### src/rtl/seq_detect_scheduler.sv
// seq_detect_scheduler
//   Time-shares one external serial "1011" sequence detector between two
//   word requesters. A granted word is serialised MSB-first onto the
//   detector input after a one-cycle detector clear. Detector hits that are
//   attributed to the word's bits are counted, and the count is returned on
//   a valid/ready result port. Requesters are arbitrated round-robin.
//
// Ports
//   clock             rising-edge clock
//   reset             asynchronous active-low reset
//   req0_valid/data   requester 0 word offer
//   req0_ready        requester 0 word accepted this cycle (combinational)
//   req1_valid/data   requester 1 word offer
//   req1_ready        requester 1 word accepted this cycle (combinational)
//   det_clear         one-cycle pulse returning the detector to its start state
//   seq_out           serial bit to the detector (registered)
//   det_in            detector output
//   res_valid/ready   result handshake
//   res_count         detections attributed to the word (saturating)
//   res_hit           res_count != 0
//   res_src           requester index the result belongs to
//   busy              scheduler is not idle
module seq_detect_scheduler #(
    parameter int unsigned WIDTH   = 8,
    parameter int unsigned CNT_W   = 4,
    parameter int unsigned DET_LAT = 1
) (
    input  logic             clock,
    input  logic             reset,
    input  logic             req0_valid,
    input  logic [WIDTH-1:0] req0_data,
    output logic             req0_ready,
    input  logic             req1_valid,
    input  logic [WIDTH-1:0] req1_data,
    output logic             req1_ready,
    output logic             det_clear,
    output logic             seq_out,
    input  logic             det_in,
    output logic             res_valid,
    input  logic             res_ready,
    output logic [CNT_W-1:0] res_count,
    output logic             res_hit,
    output logic             res_src,
    output logic             busy
);

    typedef enum logic [2:0] {
        IDLE,
        CLEAR,
        SHIFT,
        DRAIN,
        DONE
    } state_e;

    // Phase counter indexes shift cycles (0..WIDTH-1) and drain cycles
    // (0..DET_LAT-1).
    localparam int unsigned PH_W = $clog2(WIDTH + DET_LAT + 1);

    localparam logic [PH_W-1:0]  PH_LAT      = PH_W'(DET_LAT);
    localparam logic [PH_W-1:0]  PH_LAST_BIT = PH_W'(WIDTH - 1);
    localparam logic [PH_W-1:0]  PH_LAST_DRN = PH_W'(DET_LAT - 1);
    localparam logic [CNT_W-1:0] CNT_MAX     = '1;

    state_e             state_q;
    logic               rr_q;
    logic [WIDTH-1:0]   data_q;
    logic               src_q;
    logic [PH_W-1:0]    phase_q;
    logic [CNT_W-1:0]   count_q;
    logic               seq_out_q;
    logic               det_clear_q;
    logic               res_valid_q;
    logic [CNT_W-1:0]   res_count_q;
    logic               res_hit_q;
    logic               res_src_q;
    logic               busy_q;

    logic               idle;
    logic               grant1;
    logic               xfer;
    logic [CNT_W-1:0]   count_d;

    // Grant: a lone valid wins; with both valid the rr pointer decides.
    always_comb begin
        idle       = (state_q == IDLE);
        grant1     = req1_valid && (!req0_valid || rr_q);
        req1_ready = idle && grant1;
        req0_ready = idle && req0_valid && !grant1;
        xfer       = req0_ready || req1_ready;
    end

    // Saturating accumulate of the current detector sample.
    always_comb begin
        count_d = count_q;
        if (det_in && (count_q != CNT_MAX)) begin
            count_d = count_q + 1'b1;
        end
    end

    always_ff @(posedge clock or negedge reset) begin
        if (!reset) begin
            state_q     <= IDLE;
            rr_q        <= 1'b0;
            data_q      <= '0;
            src_q       <= 1'b0;
            phase_q     <= '0;
            count_q     <= '0;
            seq_out_q   <= 1'b0;
            det_clear_q <= 1'b0;
            res_valid_q <= 1'b0;
            res_count_q <= '0;
            res_hit_q   <= 1'b0;
            res_src_q   <= 1'b0;
            busy_q      <= 1'b0;
        end else begin
            det_clear_q <= 1'b0;
            unique case (state_q)
                IDLE: begin
                    if (xfer) begin
                        data_q      <= req1_ready ? req1_data : req0_data;
                        src_q       <= req1_ready;
                        rr_q        <= ~req1_ready;
                        det_clear_q <= 1'b1;
                        seq_out_q   <= 1'b0;
                        busy_q      <= 1'b1;
                        state_q     <= CLEAR;
                    end
                end
                CLEAR: begin
                    // data_q doubles as the shift register: its MSB is
                    // always the next bit to drive.
                    count_q   <= '0;
                    phase_q   <= '0;
                    seq_out_q <= data_q[WIDTH-1];
                    data_q    <= data_q << 1;
                    state_q   <= SHIFT;
                end
                SHIFT: begin
                    // The first DET_LAT samples still belong to the
                    // previous (cleared) detector history.
                    if (phase_q >= PH_LAT) begin
                        count_q <= count_d;
                    end
                    if (phase_q == PH_LAST_BIT) begin
                        seq_out_q <= 1'b0;
                        phase_q   <= '0;
                        state_q   <= DRAIN;
                    end else begin
                        seq_out_q <= data_q[WIDTH-1];
                        data_q    <= data_q << 1;
                        phase_q   <= phase_q + 1'b1;
                    end
                end
                DRAIN: begin
                    if (phase_q == PH_LAST_DRN) begin
                        res_count_q <= count_d;
                        res_hit_q   <= (count_d != '0);
                        res_src_q   <= src_q;
                        res_valid_q <= 1'b1;
                        state_q     <= DONE;
                    end else begin
                        count_q <= count_d;
                        phase_q <= phase_q + 1'b1;
                    end
                end
                DONE: begin
                    if (res_ready) begin
                        res_valid_q <= 1'b0;
                        busy_q      <= 1'b0;
                        state_q     <= IDLE;
                    end
                end
                default: begin
                    state_q <= IDLE;
                end
            endcase
        end
    end

    assign seq_out   = seq_out_q;
    assign det_clear = det_clear_q;
    assign res_valid = res_valid_q;
    assign res_count = res_count_q;
    assign res_hit   = res_hit_q;
    assign res_src   = res_src_q;
    assign busy      = busy_q;

endmodule

### config.mk
export PLATFORM = sky130hd
export DESIGN_NAME = seq_detect_scheduler
export DESIGN_NICKNAME = d
export VERILOG_FILES = /design/src/rtl/seq_detect_scheduler.sv
export SDC_FILE = /design/constraint.sdc
export NUM_CORES = 1
export LEC_CHECK = 0
export ABC_AREA = 1
export ABC_CLOCK_PERIOD_IN_PS = 2140
export BUFFER_PORTS_ARGS = -buffer_cell sky130_fd_sc_hd__buf_2
export CAP_MARGIN = 20
export CORE_ASPECT_RATIO = 0.8
export CORE_UTILIZATION = 55
export DETAILED_ROUTE_END_ITERATION = 10
export GPL_TIMING_DRIVEN = 0
export PLACE_DENSITY = 0.84
export SETUP_SLACK_MARGIN = 0.5
export SLEW_MARGIN = 20
export SYNTH_ARGS = -nofsm -noshare
export SYNTH_HDL_FRONTEND = slang
export SYNTH_SLANG_ARGS = --single-unit
### constraint.sdc
create_clock -name clock -period 2.14 [get_ports clock]
set_clock_uncertainty 0.15 [all_clocks]
set_input_delay 0.321 -clock clock [delete_from_list [all_inputs] [get_ports clock]]
set_output_delay 0.321 -clock clock [all_outputs]
set_load 0.05 [all_outputs]
Word level (Yosys, flattened, before mapping):

Index checks and enable logic that the tools add are counted.
Widths: inputs -> output; s select.

* flip-flop bits (word level): 31
* bits of input ports: 22
* output and inout bits: 12

* add/subtract/negate cells: 2
* $lt $le $gt $ge: 1
* equal/unequal tests: 13
* multiplexer cells: 26
* bitwise operators: 1
* reduce and logical (&&, ||, !) cells: 25

Operators by type and width (count)
* $mux 8: 3
* $pmux 4 s3: 2
* $pmux 8 s3: 1
* $mux 4: 5
* $pmux 3 s5: 1
* $mux 3: 4
* $ne 2x2->1 const B: 6
* $reduce_and 3->1: 4
* $add 4x1->4 const B: 2
* $reduce_and 2->1: 4
* $mux 1: 7
* $eq 3x2->1 const B: 2
* $reduce_bool 3->1: 2
* $logic_and 1x1->1: 5
* $eq 4x3->1 const B: 1
* $ge 4x1->1 const B: 1
* $logic_not 4->1: 1
* $ne 4x4->1 const B: 1
* $pmux 1 s2: 2
* $reduce_and 4->1: 1
* $reduce_bool 2->1: 2
* $reduce_bool 4->1: 1
* $eq 3x1->1 const B: 1
* $eq 3x3->1 const B: 1
* 6 further kinds: 8

Logic depth before layout (Yosys ltp):

* word-level depth: 8
* mapped depth: 10
* gate-level depth less buffers: 10

Worst setup path before layout:

Ideal clock, no wire load.

* kind: reg-to-output
* start point: register state_q[1]
* end point: output port req0_ready
* arrival time: 1492 ps
* data required time: 1669 ps
* path slack: 177 ps
* stages on the path, launching flop included: 6
* cells stage by stage: dfrtp_1 -> inv_2 -> nand2_4 -> nor2_8 -> nand2_1 -> nor2_1

* word-level cells in the longest chain between the ends: 3

Ends and longest elaborated chain
* from (decl): line 64 `state_e state_q;`
* from (signal assigned): line 102 `state_q <= IDLE;`
* from (signal assigned): line 126 `state_q <= CLEAR;`
* from (signal assigned): line 136 `state_q <= SHIFT;`
* $logic_not 3->1: line 85 `idle = (state_q == IDLE);`
* $logic_and 1x1->1 (2 in a row): line 88 `req0_ready = idle && req0_valid && !grant1;`
* to (decl): line 32 `output logic req0_ready,`

Every way passes these cells.

Final worst setup path:

* start point: register state_q[1]
* end point: output port req1_ready

* word-level cells in the longest chain between the ends: 2

Ends and longest elaborated chain
* $logic_not 3->1: line 85
* $logic_and 1x1->1: line 87 `req1_ready = idle && grant1;`
* to (decl): line 35 `output logic req1_ready,`

Every way passes these cells.

==> run_results.csv <==
group,metric,value,unit
outcome,status,"finished clean",
grt,grt_max_degree,32,
power_and_ir_drop,p_seq_frac,0.233,
critical_path,critPathCaptureType,"output pin",
layout,final_nets,335,
grt,grt_pass1_vias,1526,
critical_path,crit_path_start_kind,"flip-flop",
floorplan,fp-row-count,18,
place,dp_hpwl,2720,um
layout,fill_cells,169,
timing,drv_slew,0,
critical_path,crit_start,"state_q[1]",
clock_tree,cts_inserted_buffers,5,
synth,yosysSeqAreaShare,0.425,
route,vias,1921,
worst_hold_path,worstHoldStart,"res_ready",
route,vias_per_cell,5.49,
critical_path,crit_required,1670,ps
power_and_ir_drop,switching_share,0.489,
timing,hold_viol_final,0,
timing,worst_hold_slack,177,ps
critical_path,critPathArrivalTime,1340,ps
power_and_ir_drop,cellLeakagePower,1.39,nW
place,port_buffers,33,
power_and_ir_drop,p_int,2.28,mW
floorplan,die-height,53.5,um
timing,rsz0062_at_grt,"true",
route,drt_iter0_drc,186,
power_and_ir_drop,powerDensity,1750,nW/um2
synth,synth_area_per_cell,7.48,um2
timing,worst_pin_slew,683,ps
clock_tree,clkLatencyLatePin,300,ps
grt,grt_pass1_wl,6690,um
route,wl_per_cell,14.6,um
route,drc,0,
worst_hold_path,worstHoldPathType,"in2reg",
floorplan,die_w,66.4,um
grt,grtUsageTotal,0.260,
power_and_ir_drop,pwr-share-clk,0.136,
synth,yosysWarningCount,0,
floorplan,initial_utilization,0.583,
route,drtPass1Iterations,5,
timing,finalCriticalPeriod,1810,ps
clock_tree,clkSinkCount,31,
synth,syn_area,1830,um2
grt,overflow,0,
synth,yosys.area.top_type_share,0.425,
power_and_ir_drop,power_switching,2.19,mW
clock_tree,cts_tree,"done",
synth,ys_types,28,
layout,regArea,781,um2
timing,relSlewSlack,0.545,
timing,maxClockFrequency,553,MHz
place,place.gp.congestion,0.893,
critical_path,rr_startpoint,"state_q[1]",
job,cap_violations,0,
synth,synth_fp_nets,270,
layout,areaGrowthSynthToFinish,39.6,%
clock_tree,root_buffer,"clkbuf_8",
synth,syn_inst,244,
synth,yosys_register_bits,31,
floorplan,core,3130,um2
synth,yosys-top-cells-area,"dfrtp_1 42%, nand2_1 18%, nand3_1 6.9%",
route,drtAntennaViolNets,0,
power_and_ir_drop,combPwrFrac,0.631,
layout,drive_above_1_share,0.387,
layout,mostFrequentLayoutCells,"81 x nand2_1, 31 x buf_2, 28 x inv_1",
clock_tree,cts_buffer_depth,2,
timing,setup_viol,0,
floorplan,num_io_pins,34,
clock_tree,clk_pin_slew,70,ps
layout,antennaDiodeCount,0,
timing,tns,0,ps
layout,layout_commonest_cell,"nand2_1",
critical_path,crit_type,"reg2out",
power_and_ir_drop,vdd_ir_drop_max,0.000795,V
clock_tree,h-tree-depth,2,
grt,antenna_found_initial,0,
route,drt_wl_total,5130,um
layout,multi_input_area,1030,um2
floorplan,dieArea,3550,um2
critical_path,cp_max_fo,4,
synth,synth_top_area_cell,"dfrtp_1",
timing,period_share,0.846,
[what timing repair did]
item / CTS / global route
endpoints found under the setup margin: 21 / 21
setup buffers: 10 / 14
endpoints found under the hold margin: 31 / 0
resized for setup: 14 / 33
pin swaps: 4 / 12
hold buffers: 1 / 0
[stage by stage]
step / utilization / setup WS, ps / instances / instance area [um2] / total power, mW
4_1_cts: 0.740 / 342 / 336 / 2320 / 3.90
3_3_place_gp: 0.655 / 283 / 317 / 2050 / 2.98
3_5_place_dp: 0.655 / 271 / 317 / 2050 / 3.04
6_report: 0.814 / 331 / 350 / 2550 / 4.47
2_1_floorplan: - / 523 / 244 / 1840 / 2.62
5_1_grt: 0.814 / 301 / 350 / 2550 / 4.73
[kinds of logic (layout without fill, tap and decap cells)]
group / Yosys count / count (layout) / share of synthesized area
and+or+nand+nor: 141 / 141 / 0.368
buffers and inverters: 43 / 109 / 0.0939
DFF: 31 / 31 / 0.425
AOI/OAI and AO/OA: 24 / 24 / 0.0809
adders and majority gates: 4 / 4 / 0.0274
xor gates and xnor gates: 1 / 1 / 0.00480
[registers in the layout, summed over array words and instances, names as in the netlist]
register,cells
det_clear,1
count_q,4
busy,1
phase_q,4
src_q,1
state_q,3
data_q,8
res_hit,1
res_count,4
seq_out,1
res_valid,1
rr_q,1
res_src,1
[final timing paths]
path / slack [ps] / to / cells after the start
setup / recovery: 330 / req1_ready / 6
hold / removal: 180 / res_valid / 4
setup reg to reg: 420 / count_q[1] / 10
hold reg to reg: 330 / data_q[6] / 2
max in group asynchronous: 920 / state_q[2] / 2
min in group asynchronous: 440 / res_count[1] / 2
[power groups by stage]
stage                     combinational, mW  sequential [mW]  clock (mW)
after floorplan                        1.32             1.30           0
after global placement                 1.94             1.04           0
after detailed placement               2.00             1.05           0
after CTS                              2.27             1.02       0.610
after global routing                   3.03             1.07       0.631
final                                  2.82             1.04       0.607
[area by class of cell]
cell class,count,area share
multi-input combinational,170,0.405
sequential,31,0.306
timing repair buffer,58,0.154
inverter,42,0.0653
clock buffer,6,0.0324
tap,40,0.0196
clock inverter,2,0.0137
buffer,1,0.00442
[worst max-delay path: stages, from the launching register on]
cell and delay (ps):
dfrtp_2 420, inv_2 90, nand2_4 70, nor2_8 130, nand2_4 80, clkinvlp_4 90, buf_8 140
[Yosys cell counts (all sizes together)]
| master | n |
|---|---|
| o21a | 1 |
| a31oi | 1 |
| nand3 | 28 |
| dfrtp | 31 |
| nand4 | 3 |
| ha | 4 |
| buf | 1 |
| nor2 | 16 |
| a21oi | 8 |
| nand2 | 93 |
| inv | 42 |
| o21ai | 11 |
| xor2 | 1 |
| o22ai | 2 |
| a21o | 1 |
| nor3 | 1 |
[metal layers]
layer | vias to the layer above | GRT usage | share of wire
met2 | 104 | 0.413 | 0.46
li1 | 891 | - | -
met4 | 0 | 0.121 | 0.040
met1 | 904 | 0.339 | 0.43
met3 | 22 | 0.0636 | 0.071
met5 | - | 0 | 0
(Power assumes the default switching activity.)
